`src/rtl/uart_pkg.sv`:
```
// Shared UART definitions: transmit FSM states, LCR field positions and the
// parity helper used when a character is latched for transmission.
package uart_pkg;

    typedef enum logic [2:0] {
        IDLE,
        START,
        DATA,
        PARITY,
        STOP
    } tx_state_t;

    localparam int LCR_WLS = 0;  // two-bit field [1:0]
    localparam int LCR_STB = 2;
    localparam int LCR_PEN = 3;
    localparam int LCR_EPS = 4;
    localparam int LCR_SP  = 5;
    localparam int LCR_BRK = 6;

    function automatic logic parity_bit(input logic [7:0] data,
                                        input logic [1:0] wls,
                                        input logic [7:0] lcr);
        logic [7:0] mask;
        logic       x;
        case (wls)
            2'b00:   mask = 8'h1F;
            2'b01:   mask = 8'h3F;
            2'b10:   mask = 8'h7F;
            default: mask = 8'hFF;
        endcase
        x = ^(data & mask);
        if (lcr[LCR_SP])
            parity_bit = ~lcr[LCR_EPS];
        else if (lcr[LCR_EPS])
            parity_bit = x;
        else
            parity_bit = ~x;
    endfunction

endpackage

```
`src/rtl/uart_tx_serializer.sv`:
```
// UART transmit serializer: pops characters from the TX FIFO and shifts them
// out on txd as start / 5-8 data bits LSB first / optional parity / 1-2 stop.
module uart_tx_serializer
    import uart_pkg::*;
#(
    parameter int OVERSAMPLE = 16
) (
    input  logic       clk,
    input  logic       rstn,
    input  logic       enable,
    input  logic [7:0] lcr,
    input  logic [7:0] tx_data,
    input  logic       tx_fifo_empty,
    output logic       tx_pop,
    output logic       txd,
    output logic       busy
);

    localparam int TW = $clog2(OVERSAMPLE);

    tx_state_t       state, state_nxt;
    logic [TW-1:0]   tick_cnt, tick_nxt;
    logic [2:0]      bit_cnt, bit_nxt;
    logic [7:0]      shift, shift_nxt;
    logic [1:0]      cfg_wls;
    logic            cfg_stb;
    logic            cfg_pen;
    logic            par_q;
    logic            load;
    logic            bit_end;
    logic            txd_nxt;
    logic [2:0]      data_last;
    logic [2:0]      stop_last;
    logic            lcr_unused;

    assign lcr_unused = lcr[7];

    assign bit_end   = enable && (tick_cnt == TW'(OVERSAMPLE - 1));
    assign data_last = 3'd4 + {1'b0, cfg_wls};
    assign stop_last = cfg_stb ? 3'd1 : 3'd0;

    assign tx_pop = load && rstn;
    assign busy   = (state != IDLE);

    always_comb begin
        state_nxt = state;
        bit_nxt   = bit_cnt;
        shift_nxt = shift;
        load      = 1'b0;
        txd_nxt   = 1'b1;
        tick_nxt  = (state != IDLE && enable) ? tick_cnt + TW'(1) : tick_cnt;

        case (state)
            IDLE: begin
                if (!tx_fifo_empty)
                    load = 1'b1;
            end
            START: begin
                if (bit_end) begin
                    state_nxt = DATA;
                    bit_nxt   = 3'd0;
                end
            end
            DATA: begin
                if (bit_end) begin
                    shift_nxt = shift >> 1;
                    if (bit_cnt == data_last) begin
                        bit_nxt   = 3'd0;
                        state_nxt = cfg_pen ? PARITY : STOP;
                    end else begin
                        bit_nxt = bit_cnt + 3'd1;
                    end
                end
            end
            PARITY: begin
                if (bit_end)
                    state_nxt = STOP;
            end
            STOP: begin
                if (bit_end) begin
                    if (bit_cnt == stop_last) begin
                        bit_nxt = 3'd0;
                        // chain straight into the next start bit when data waits
                        if (!tx_fifo_empty)
                            load = 1'b1;
                        else
                            state_nxt = IDLE;
                    end else begin
                        bit_nxt = bit_cnt + 3'd1;
                    end
                end
            end
            default: state_nxt = IDLE;
        endcase

        if (load) begin
            state_nxt = START;
            tick_nxt  = '0;
            bit_nxt   = 3'd0;
            shift_nxt = tx_data;
        end

        // txd is registered from the next state so the line tracks the FSM exactly
        case (state_nxt)
            START:   txd_nxt = 1'b0;
            DATA:    txd_nxt = shift_nxt[0];
            PARITY:  txd_nxt = par_q;
            default: txd_nxt = 1'b1;
        endcase
    end

    always_ff @(posedge clk) begin
        if (!rstn) begin
            state    <= IDLE;
            tick_cnt <= '0;
            bit_cnt  <= 3'd0;
            txd      <= 1'b1;
        end else begin
            state    <= state_nxt;
            tick_cnt <= tick_nxt;
            bit_cnt  <= bit_nxt;
            txd      <= lcr[LCR_BRK] ? 1'b0 : txd_nxt;
        end
    end

    // Character datapath: frame config and parity are captured with the character
    always_ff @(posedge clk) begin
        shift <= shift_nxt;
        if (load) begin
            cfg_wls <= lcr[LCR_WLS +: 2];
            cfg_stb <= lcr[LCR_STB];
            cfg_pen <= lcr[LCR_PEN];
            par_q   <= parity_bit(tx_data, lcr[LCR_WLS +: 2], lcr);
        end
    end

endmodule

```
`config.mk`:
```
export PLATFORM = sky130hd
export DESIGN_NAME = uart_tx_serializer
export DESIGN_NICKNAME = d
export VERILOG_FILES = /design/src/rtl/uart_pkg.sv /design/src/rtl/uart_tx_serializer.sv
export SDC_FILE = /design/constraint.sdc
export NUM_CORES = 1
export LEC_CHECK = 0
export BUFFER_PORTS_ARGS = -buffer_cell sky130_fd_sc_hd__clkbuf_2
export CAP_MARGIN = 25
export CORE_ASPECT_RATIO = 0.9
export CORE_MARGIN = 2
export CORE_UTILIZATION = 54
export CTS_CLUSTER_DIAMETER = 100
export DETAILED_ROUTE_END_ITERATION = 10
export PLACE_DENSITY = 0.78
export SLEW_MARGIN = 10
export SYNTH_ARGS = -nofsm -noshare
export SYNTH_HDL_FRONTEND = slang
export SYNTH_SLANG_ARGS = --single-unit
```
`constraint.sdc`:
```
create_clock -name clk -period 2.8 [get_ports clk]
set_input_delay 0.28 -clock clk [delete_from_list [all_inputs] [get_ports clk]]
set_output_delay 0.28 -clock clk [all_outputs]
set_load 0.005 [all_outputs]
```
==> impl_results.md, run 1 <==
- Status: finished clean
- P_leak: around 0.6 nW
- Routability congestion estimate from global placement: 0.847
- Metal3 WL: 105 um
- Synth top area cells: edfxtp_1 (28%), dfxtp_1 (19%), xor2_1 (4.7%), a22o_1 (3.4%), and2_1 (2.9%)
- Post-route cell area: 0.00149 mm2
- Placed insts: 163
- Critical Path AT: between 2 and 2.5 ns
- Async S/R FF share, synth: 0%
- Post-synth EDFFs: 12
- Max-cap violations: 0
- Yosys warns: 0
- Post-synth top cells: dfxtp_1 (12), edfxtp_1 (12), nand2_1 (7), xor2_1 (7)
- Register area share after synthesis: 46.5%
- Hold slack: 0.133 ns
- Full die area: 0.00280 mm2
- Initial drt markers: 16
- CTS tree: built
- Syn avg cell area: about 11 um2
- CP Launch Type: flop
- DRC violations left: 0
- Inserted Clock Buffers: 3
- DIE HEIGHT: 50.4 um
- Final setup margin: between 0.15 and 0.2 ns
- Row count: 16
- Initial antenna violation count: 0
- Final min period: about 2.6 ns
- Ratio of cells with drive above 1 in the final layout: about 29%
- Cell Area, Synth: 0.00129 mm2
- Worst slack, placed: 0.342 ns
- Core Footprint: 0.00222 mm2
- Routed Antenna Nets: 0
- Port bufs: 21
- Detailed-placement wirelength estimate: 1820 um
- Non-Filler Instances: 172
- Nets@finish: 168
- First-pass GRT wire length: 4020 um
- Via count: 1000
- Crit path largest cell delay: 0.48 ns
- Slew HR: 34.0%
- Grt total ovfl: 0
- Final Util: between 60% and 70%
- Kind of critical path: flop to output pin
- Power Dens Cells: 470 mW/mm2
- Placed instance area: 0.00141 mm2
- Clk_skew: 0.00447 ns
- Metal2 WL: 1160 um
- Area leader, netlist: edfxtp_1
- Synth top area share: 27.9%
- #FFs+latches synth: 24
- Fmax: 378 MHz
- Wl on met1: 1220 um
- H-tree depth: 1
- CP cell instances: ha_2, nand4_2, or4_4, a2111oi_4, buf_6, and2_1, clkbuf_2
- Setup TNS: 0 ns
- Final Max Slew Viols: 0
- Final hold vios: 0
- Drt pass-1 iters: 4
- Die X: 55.6 um
- Max IR drop VDD: 0.393 mV
- Filler instances: approximately 180
- Vias in the first global route: 913
- Routed vias/inst: 5.81
- DRT Wirelength: between 2000 and 2500 um
- Clock Tree Buf Depth: 2
- ANT cells: 0
- Clk_lat worst skew: between 0.3 and 0.4 ns
- Final Cycle Share: 94.6%
- CP endpoint kind: output pin
- RSZ-0062 raised after global routing: no
- Hold WC Path Type: primary input to flop
- Power Total: 699 uW
- Hold Buf Count CTS: 0
- Wire length per cell: 14.5 um
- Area growth syn-to-layout: 15.1%
- Root Buffer: clkbuf_4
- WP data required: 2.52 ns
- Top sig layer: met4
- Final Setup Violations: 0
- Slowest library cell on the worst path: or4_4
- Worst-path clk slew: between 0.1 and 0.15 ns
- Starting Density: roughly three fifths
- Crit-path max FO: 12
- Main synth FF type: edfxtp_1
- Post-Syn Nets: 140
- Gate count of the mapped netlist: 118
- Largest net degree at the start of global routing: 20
- Least-Margin Pin Slew: approximately 0.98 ns
- Distinct cell type count after synthesis: 43
- Clock Sinks: 24
- Num ports: 23
- GRT Total Usage: 18.3%
sequential cells by signal, summed over array words and instances (netlist names):
| signal | count |
|---|---|
| bit_cnt | 3 |
| cfg_pen | 1 |
| cfg_stb | 1 |
| cfg_wls | 2 |
| par_q | 1 |
| shift | 8 |
| state | 3 |
| tick_cnt | 4 |
| txd | 1 |
placed cells by master (no fill, tap or decap), drive strengths merged:
cell,n
edfxtp,12
a21oi,6
a32o,1
and2,6
ha,2
nor3,1
o211ai,4
o31ai,1
nand2b,1
nor4,2
nand3,6
nand3b,1
clkbuf,25
or3,1
xnor2,3
nand2,7
buf,6
mux2i,2
nor3b,1
xnor3,1
o21ai,2
o41ai,1
or2,2
and4,1
or3b,1
a2111oi,1
xor2,7
nor2b,3
o311ai,3
a31oi,1
nand4,2
o2111ai,1
a22o,6
dfxtp,12
or4,1
a21bo,1
inv,5
nor2,6
final timing paths:
check              startpoint           to  slack [ns]  cells after the start
setup reg to reg  tick_cnt[1]     shift[3]        0.36                      7
hold / removal         lcr[2]      cfg_stb        0.13                      1
hold reg to reg   tick_cnt[1]  tick_cnt[1]        0.50                      2
setup / recovery  tick_cnt[1]       tx_pop        0.15                      7
logic make-up after synthesis:
group	share of synthesized area (%)
AO/OA/AOI/OAI	17.7
buffers and inverters	3.97
flip-flops	46.5
AND/OR/NAND/NOR	19.8
XOR/XNOR	8.52
adder cells (fa/ha/maj)	1.94
multiplexers	1.55
area by class of cell:
type / count / area (um2) / share of cell area (%)
Clock buffer: 4 / 36.3 / 2.44
Timing Repair Buffer: 27 / 154 / 10.3
Sequential cell: 24 / 602 / 40.5
Tap cell: 27 / 33.8 / 2.27
Inverter: 5 / 18.8 / 1.26
Multi-Input combinational cell: 85 / 643 / 43.2
worst max-delay path, delay by kind of cell (launching register included):
| kind | cells | cell delay [ns] |
|---|---|---|
| fa+ha+maj | 1 | 0.21 |
| flops | 1 | 0.38 |
| buf+inv | 2 | 0.29 |
| simple gates | 3 | 0.80 |
| compound gates | 1 | 0.37 |
where the power goes:
part | internal (mW) | leakage [nW] | switching (mW)
registers | 0.394 | 0.215 | 0.0121
clock network | 0.0795 | 0.0210 | 0.107
logic | 0.0555 | 0.347 | 0.0510
per-layer routing:
| layer | global-route usage, % | up-vias |
|---|---|---|
| li1 | - | 499 |
| met1 | 25.7 | 471 |
| met2 | 28.8 | 28 |
| met3 | 3.35 | 2 |
| met4 | 6.10 | 0 |
| met5 | 0 | - |
what timing repair did:
item | 4_1_cts | 5_1_grt
buffers inserted | 0 | 5
resized for setup | 1 | 2
endpoints found under the setup margin | 1 | 1
No activity file was read; power rests on OpenSTA's default activity.
==> run 2: changes to the inputs <==
--- a/config.mk
+++ b/config.mk
@@ -5,7 +5,7 @@
 export SDC_FILE = /design/constraint.sdc
 export NUM_CORES = 1
 export LEC_CHECK = 0
-export BUFFER_PORTS_ARGS = -buffer_cell sky130_fd_sc_hd__clkbuf_2
+export BUFFER_PORTS_ARGS = -buffer_cell sky130_fd_sc_hd__buf_2
 export CAP_MARGIN = 25
 export CORE_ASPECT_RATIO = 0.9
 export CORE_MARGIN = 2
@@ -13,6 +13,7 @@
 export CTS_CLUSTER_DIAMETER = 100
 export DETAILED_ROUTE_END_ITERATION = 10
 export PLACE_DENSITY = 0.78
+export RECOVER_POWER = 25
 export SLEW_MARGIN = 10
 export SYNTH_ARGS = -nofsm -noshare
 export SYNTH_HDL_FRONTEND = slang
==> run 2 against run 1 <==
  * Clock skew is 0.0015 ns lower
  * Critical path depth did not move
  * Final area grew 2.2%
  * Sequential share of layout area is 0.87 points lower
  * Clock power up 37%
  * Clock-buffer cell count fell by 1
  * First-iteration DRC count decreased by 6.3%
  * Via count increased by 1.9%
  * Utilization rose by 1.5 points
  * Wire length down 2.2%
  * Critical path type unchanged
==> impl_results.md, run 2 (synthesis results as in run 1) <==
- Crit-path max FO: 12 (unchanged)
- Vias in the first global route: 851 (-6.8%)
- Drt pass-1 iters: 4 (unchanged)
- Most common cell after layout, fill and taps aside: buf_2
- GR peak layer: met2
- Met1 Resource Use GR: 23.5% (-2.2 points)
- Root Buffer: clkbuf_4
- Largest net degree at the start of global routing: 20 (unchanged)
- Largest regs: shift (8), tick_cnt (4)
- Filler instances: 165 (-8.8%)
- Non-Filler Instances: 175 (+1.7%)
- Ratio of cells with drive above 1 in the final layout: 27.7% (-1.3 points)
- Max-cap violations: 0 (unchanged)
- Register area: 602 um2 (unchanged)
- Placed insts: 163 (unchanged)
- Status: finished clean
- ANT cells: 0 (unchanged)
- DRT Wirelength: 2440 um (-2.2%)
- Clock Sinks: 24 (unchanged)
- Largest Register: shift
- Power Total: 774 uW (+11%)
- DIE HEIGHT: 50.4 um (unchanged)
- P_leak: 0.596 nW (+2.1%)
- Nets@finish: 171 (+1.8%)
- Clk_lat worst skew: 0.32 ns (about the same)
- Post-route cell area: 0.00152 mm2 (+2.2%)
- Hold Crit Start: lcr[3]
- CTS tree: built
- Final Cycle Share: 94.8% (+0.26 points)
- Reg2Reg Depth: 7 (unchanged)
- Die X: 55.6 um (unchanged)
- RSZ-0062 raised after global routing: no
- Core Footprint: 0.00222 mm2 (unchanged)
- Fmax: 377 MHz (-0.27%)
- First-pass GRT wire length: 3800 um (-5.3%)
- WP data required: 2.52 ns (about the same)
- Hold Buf Count CTS: 0 (unchanged)
- Area growth syn-to-layout: 17.6%
- WHS Path Cells: 1 (unchanged)
- Slew HR: 40.7% (+6.7 points)
- Routed vias/inst: 5.82 (+0.15%)
- Critical Path AT: 2.38 ns (about the same)
- Critical Path Source: tick_cnt[1]
- CP Launch Type: flop
- DRC violations left: 0 (unchanged)
- Routed Antenna Nets: 0 (unchanged)
- Routability congestion estimate from global placement: 0.820 (-3.1%)
- Kind of critical path: flop to output pin
- Power Dens Cells: 509 mW/mm2 (+8.3%)
- Clk_skew: 0.00293 ns (-0.00155 ns)
- Worst R2R Start: tick_cnt[1]
- Wire length per cell: 13.9 um (-3.9%)
- Final hold vios: 0 (unchanged)
- Final Setup Violations: 0 (unchanged)
- Placed instance area: 0.00141 mm2 (unchanged)
- Setup TNS: 0 ns (unchanged)
- Starting Density: 58.2% (unchanged)
- Port bufs: 21 (unchanged)
- Row count: 16 (unchanged)
- Initial drt markers: 15 (-1)
- Met3 usage: 4.90% (+1.5 points)
- Via count: 1019 (+1.9%)
- Met2 Use GR: 28.8% (unchanged)
- Grt total ovfl: 0 (unchanged)
- Multi-input gate area: 641 um2 (-0.39%)
- CP endpoint kind: output pin
- Max IR drop VDD: 0.419 mV (+6.7%)
- Clock Tree Buf Depth: 2 (unchanged)
- Hold WC Path Type: primary input to flop
- Max FFs per register: 8 (unchanged)
- Most frequent cells in the layout: buf_2 (18), edfxtp_1 (12), dfxtp_1 (11)
- Final min period: 2.66 ns (+0.00715 ns)
- Num ports: 23 (unchanged)
- GRT Total Usage: 17.4% (-0.93 points)
- Final Max Slew Viols: 0 (unchanged)
- Detailed-placement wirelength estimate: 1750 um (-4.0%)
- Full die area: 0.00280 mm2 (unchanged)
- Least-Margin Pin Slew: 0.879 ns (-0.0991 ns)
- Inserted Clock Buffers: 3 (unchanged)
- Initial antenna violation count: 0 (unchanged)
- H-tree depth: 1 (unchanged)
- Worst-path clk slew: 0.13 ns (about the same)
## run 2: timing repair
item	in CTS	in global routing
buffers inserted	0	8
endpoints found under the setup margin	0	1
resized for setup	0	2
## run 2: routing by layer
metal	vias to the layer above	routed length (um)
met5	-	0
met4	0	10
met3	2	127
met2	32	1130
met1	485	1170
li1	500	-
## run 2: cell type report
type / count / share of cell area (%)
clock buffer: 3 / 1.48
multi-input combinational: 85 / 42.1
sequential: 24 / 39.6
inverter: 5 / 1.23
clock inverter: 1 / 1.98
timing repair buffer: 30 / 11.4
tap: 27 / 2.22
## run 2: power by group
part           leakage, nW  switching (mW)  internal [mW]  total, mW
logic                0.353          0.0532         0.0595      0.113
clock network       0.0279           0.110          0.145      0.255
registers            0.215          0.0120          0.394      0.406
total                0.596           0.176          0.599      0.774
## run 2: path summary, 6_finish.rpt
path	endpoint	slack, ns
worst max-delay path	tx_pop	0.14
worst min-delay path	cfg_pen	0.12
worst max register to register	shift[5]	0.34
worst min register to register	tick_cnt[1]	0.49
## run 2: worst max-delay path: stages (launching register included)
cell and delay (ns):
dfxtp_1 0.38, ha_1 0.21, nand4_2 0.18, or4_4 0.47, a2111oi_4 0.38, buf_6 0.20
and2_1 0.13, buf_2 0.10
## run 2: stage by stage
step           worst slack [ns]  util [%]  hold WS (ns)
6_report                  0.144      68.4         0.123
5_1_grt                 0.00270      68.4         0.105
4_1_cts                  0.0493      65.7         0.121
3_5_place_dp              0.376      63.3         0.458
3_3_place_gp              0.429      63.3         0.459
2_1_floorplan             0.597         -         0.358
==> run 3: changes to the inputs <==
--- a/config.mk
+++ b/config.mk
@@ -5,11 +5,12 @@
 export SDC_FILE = /design/constraint.sdc
 export NUM_CORES = 1
 export LEC_CHECK = 0
+export ABC_AREA = 1
 export BUFFER_PORTS_ARGS = -buffer_cell sky130_fd_sc_hd__buf_2
 export CAP_MARGIN = 25
 export CORE_ASPECT_RATIO = 0.9
 export CORE_MARGIN = 2
-export CORE_UTILIZATION = 54
+export CORE_UTILIZATION = 55
 export CTS_CLUSTER_DIAMETER = 100
 export DETAILED_ROUTE_END_ITERATION = 10
 export PLACE_DENSITY = 0.78
==> run 3 against run 2 <==
  * Hold slack improved by 0.0099 ns
  * Synthesized cell count rose by 58%
  * Flip-flop and latch count did not move
  * Clock skew barely moved
  * Critical path depth rose by 1
  * Die area rose by 5.9%
  * Clock-buffer cell count rose by 1
  * Synthesized area rose by 8.3%
  * Clock power fell by 38%
  * Cell count rose by 37%
  * Setup slack improved by 0.47 ns
  * Utilization fell by 4.5 points
  * Largest cell class unchanged
==> impl_results.md, run 3 <==
- Status: finished clean
- Clk_skew: 0.00321 ns (+0.000282 ns)
- Post-Syn Nets: 208 (+49%)
- Area leader, netlist: edfxtp_1
- Synth top area cells: edfxtp_1 (26%), dfxtp_1 (17%), nand2_1 (15%), inv_1 (8.3%), a21oi_1 (3.9%)
- Final hold vios: 0 (unchanged)
- Initial drt markers: 47 (+32)
- PostCTS Resize Cnt: 0 (unchanged)
- Area growth syn-to-layout: 10.7%
- CTS tree: built
- Nets@finish: 234 (+37%)
- #FFs+latches synth: 24 (unchanged)
- Multi-input gate area: 644 um2 (+0.59%)
- Top sig layer: met4
- Core Footprint: 0.00242 mm2 (+9.1%)
- CP endpoint kind: output pin
- Placed insts: 235 (+44%)
- Critical Path AT: 1.91 ns (-0.47 ns)
- Max-cap violations: 0 (unchanged)
- Clock Sinks: 24 (unchanged)
- Most frequent cells in the layout: nand2_1 (56), inv_1 (31), buf_2 (18)
- Final min period: 2.19 ns (-0.466 ns)
- Cell Area, Synth: 0.00140 mm2 (+8.3%)
- Fmax: 457 MHz (+21%)
- Register area share after synthesis: 42.9% (-3.6 points)
- Largest net degree at the start of global routing: 15 (-25%)
- Crit path largest cell delay: 0.39 ns (-0.08 ns)
- Register area: 601 um2 (-0.21%)
- Clock Tree Buf Depth: 2 (unchanged)
- Largest family of logic cells by synthesized area: simple AND/OR/NAND/NOR gates
- Setup TNS: 0 ns (unchanged)
- Detailed-placement wirelength estimate: 2050 um (+17%)
- DIE HEIGHT: 51.9 um (+2.9%)
- P_leak: 0.741 nW (+24%)
- CP cell instances: ha_1, nand2_1, nor2_1, nand3_2, nand2_2, nand2_4, nor2_1, buf_2
- Top-count cell post-synth: nand2_1
- Filler instances: 217 (+32%)
- Yosys warns: 0 (unchanged)
- Inserted Clock Buffers: 3 (unchanged)
- Row count: 17 (+1)
- Post-synthesis simple-gate area fraction: 32.3% (+12 points)
- CP most frequent cell: nor2_1
- Distinct cell type count after synthesis: 25 (-42%)
- Crit-path max FO: 9 (-3)
- Worst-path clk slew: 0.12 ns (about the same)
- Final Util: 63.9% (-4.5 points)
- Port bufs: 21 (unchanged)
- Hold WC Path Type: primary input to flop
- Routability congestion estimate from global placement: 0.858 (+4.6%)
- Async S/R FF share, synth: 0% (unchanged)
- Clk_lat worst skew: 0.32 ns (about the same)
- Metal3 WL: 87 um (-31%)
- Wire length per cell: 10.7 um (-23%)
- DRT Wirelength: 2560 um (+5.0%)
- GRT Total Usage: 19.7% (+2.3 points)
- RSZ-0062 raised after global routing: no
- H-tree depth: 1 (unchanged)
- ANT cells: 0 (unchanged)
- Mux share of post-synthesis cell area: 0% (-1.5 points)
- Grt total ovfl: 0 (unchanged)
- First-pass GRT wire length: 4440 um (+17%)
- DRC violations left: 0 (unchanged)
- Slowest library cell on the worst path: dfxtp_1
- Largest Register: shift
- Non-Filler Instances: 239 (+37%)
- Slew HR: 72.1% (+31 points)
- Full die area: 0.00297 mm2 (+5.9%)
- Root Buffer: clkbuf_4
- Drt pass-1 iters: 4 (unchanged)
- Post-CTS Repair Setup Buffers: 0 (unchanged)
- Post-synth EDFFs: 12 (unchanged)
- Synth top area share: 25.7% (-2.1 points)
- WP data required: 2.52 ns (about the same)
- Gate count of the mapped netlist: 186 (+58%)
- Num ports: 23 (unchanged)
- Synth Area in Adders: 1.79% (-0.15 points)
- Least-Margin Pin Slew: 0.416 ns (-0.462 ns)
- Routed vias/inst: 4.94 (-15%)
- Ratio of cells with drive above 1 in the final layout: 17.1% (-11 points)
- Metal2 WL: 1290 um (+14%)
- Starting Density: 57.7% (-0.42 points)
- Most common cell after layout, fill and taps aside: nand2_1
- Kind of critical path: flop to output pin
- Final Setup Violations: 0 (unchanged)
- Main synth FF type: edfxtp_1
- Final Cycle Share: 78.2% (-17 points)
- Compound-Gate Fraction of Synth Area: 8.49% (-9.2 points)
- CP Launch Type: flop
- Max IR drop VDD: 0.315 mV (-25%)
- Post-synth top cells: nand2_1 (55), inv_1 (31), nor2_1 (14)
- Via count: 1181 (+16%)
- Max FFs per register: 8 (unchanged)
- Initial antenna violation count: 0 (unchanged)
- Die X: 57.2 um (+2.9%)
- Hold Buf Count CTS: 0 (unchanged)
- Power Dens Cells: 424 mW/mm2 (-17%)
- Largest regs: shift (8), tick_cnt (4)
- Syn avg cell area: 7.53 um2 (-31%)
- Final Max Slew Viols: 0 (unchanged)
- Wl on met1: 1140 um (-2.2%)
- Xor and xnor area share after synthesis: 4.38% (-4.1 points)
- Vias in the first global route: 1135 (+33%)
- Routed Antenna Nets: 0 (unchanged)
## run 3: cell types whose count changed after synthesis, moves of 4 or more
| cell | delta |
|---|---|
| a22o_1 | -5 |
| and2_1 | -6 |
| nand2_2 | +4 |
| nand2_1 | +48 |
| nor2_1 | +8 |
| o211ai_1 | -4 |
| a21oi_1 | +5 |
| inv_1 | +26 |
| o21ai_0 | +6 |
## run 3: layout make-up
type,instances,area share (%)
tap,28,2.26
sequential,24,38.7
timing repair buffer,21,6.54
clock buffer,4,1.69
inverter,34,9.20
multi-input combinational,128,41.6
## run 3: final timing paths
kind          startpoint  depth (start not counted)  slack, ns          end
max          tick_cnt[0]                          8       0.61       tx_pop
min               lcr[3]                          1       0.13      cfg_pen
max reg2reg  tick_cnt[0]                         12       0.86          txd
min reg2reg  tick_cnt[1]                          2       0.49  tick_cnt[1]
## run 3: power by group
group          internal, mW  switching, mW
sequential            0.390        0.00614
clock                0.0558          0.101
combinational        0.0395         0.0645
total                 0.485          0.172
## run 3: layer usage
metal	track usage (%)	vias to the layer above
met5	0	-
met1	21.5	518
met3	4.73	5
li1	-	635
met2	36.0	23
met4	9.30	0
## run 3: kinds of logic (layout without fill, tap and decap cells)
kind of cell,after synthesis,count (layout)
and+or+nand+nor,97,97
AOI/OAI and AO/OA,22,22
DFF,24,24
buffers and inverters,34,59
adders and majority gates,2,2
xor gates and xnor gates,7,7
## run 3: through the flow
step	cell area, um2	hold slack (ns)	setup slack (ns)	total power, mW
2_1_floorplan	1400	0.349	1.27	0.476
3_5_place_dp	1540	0.462	1.04	0.510
4_1_cts	1570	0.119	0.781	0.664
6_report	1550	0.133	0.610	0.657
3_3_place_gp	1540	0.458	1.09	0.505
5_1_grt	1550	0.113	0.440	0.689
## run 3: worst max-delay path, delay by kind of cell (launching register included)
| kind | cells | cell delay (ns) |
|---|---|---|
| DFF | 1 | 0.39 |
| adders and majority gates | 1 | 0.17 |
| buffers and inverters | 1 | 0.12 |
| and+or+nand+nor | 6 | 0.92 |
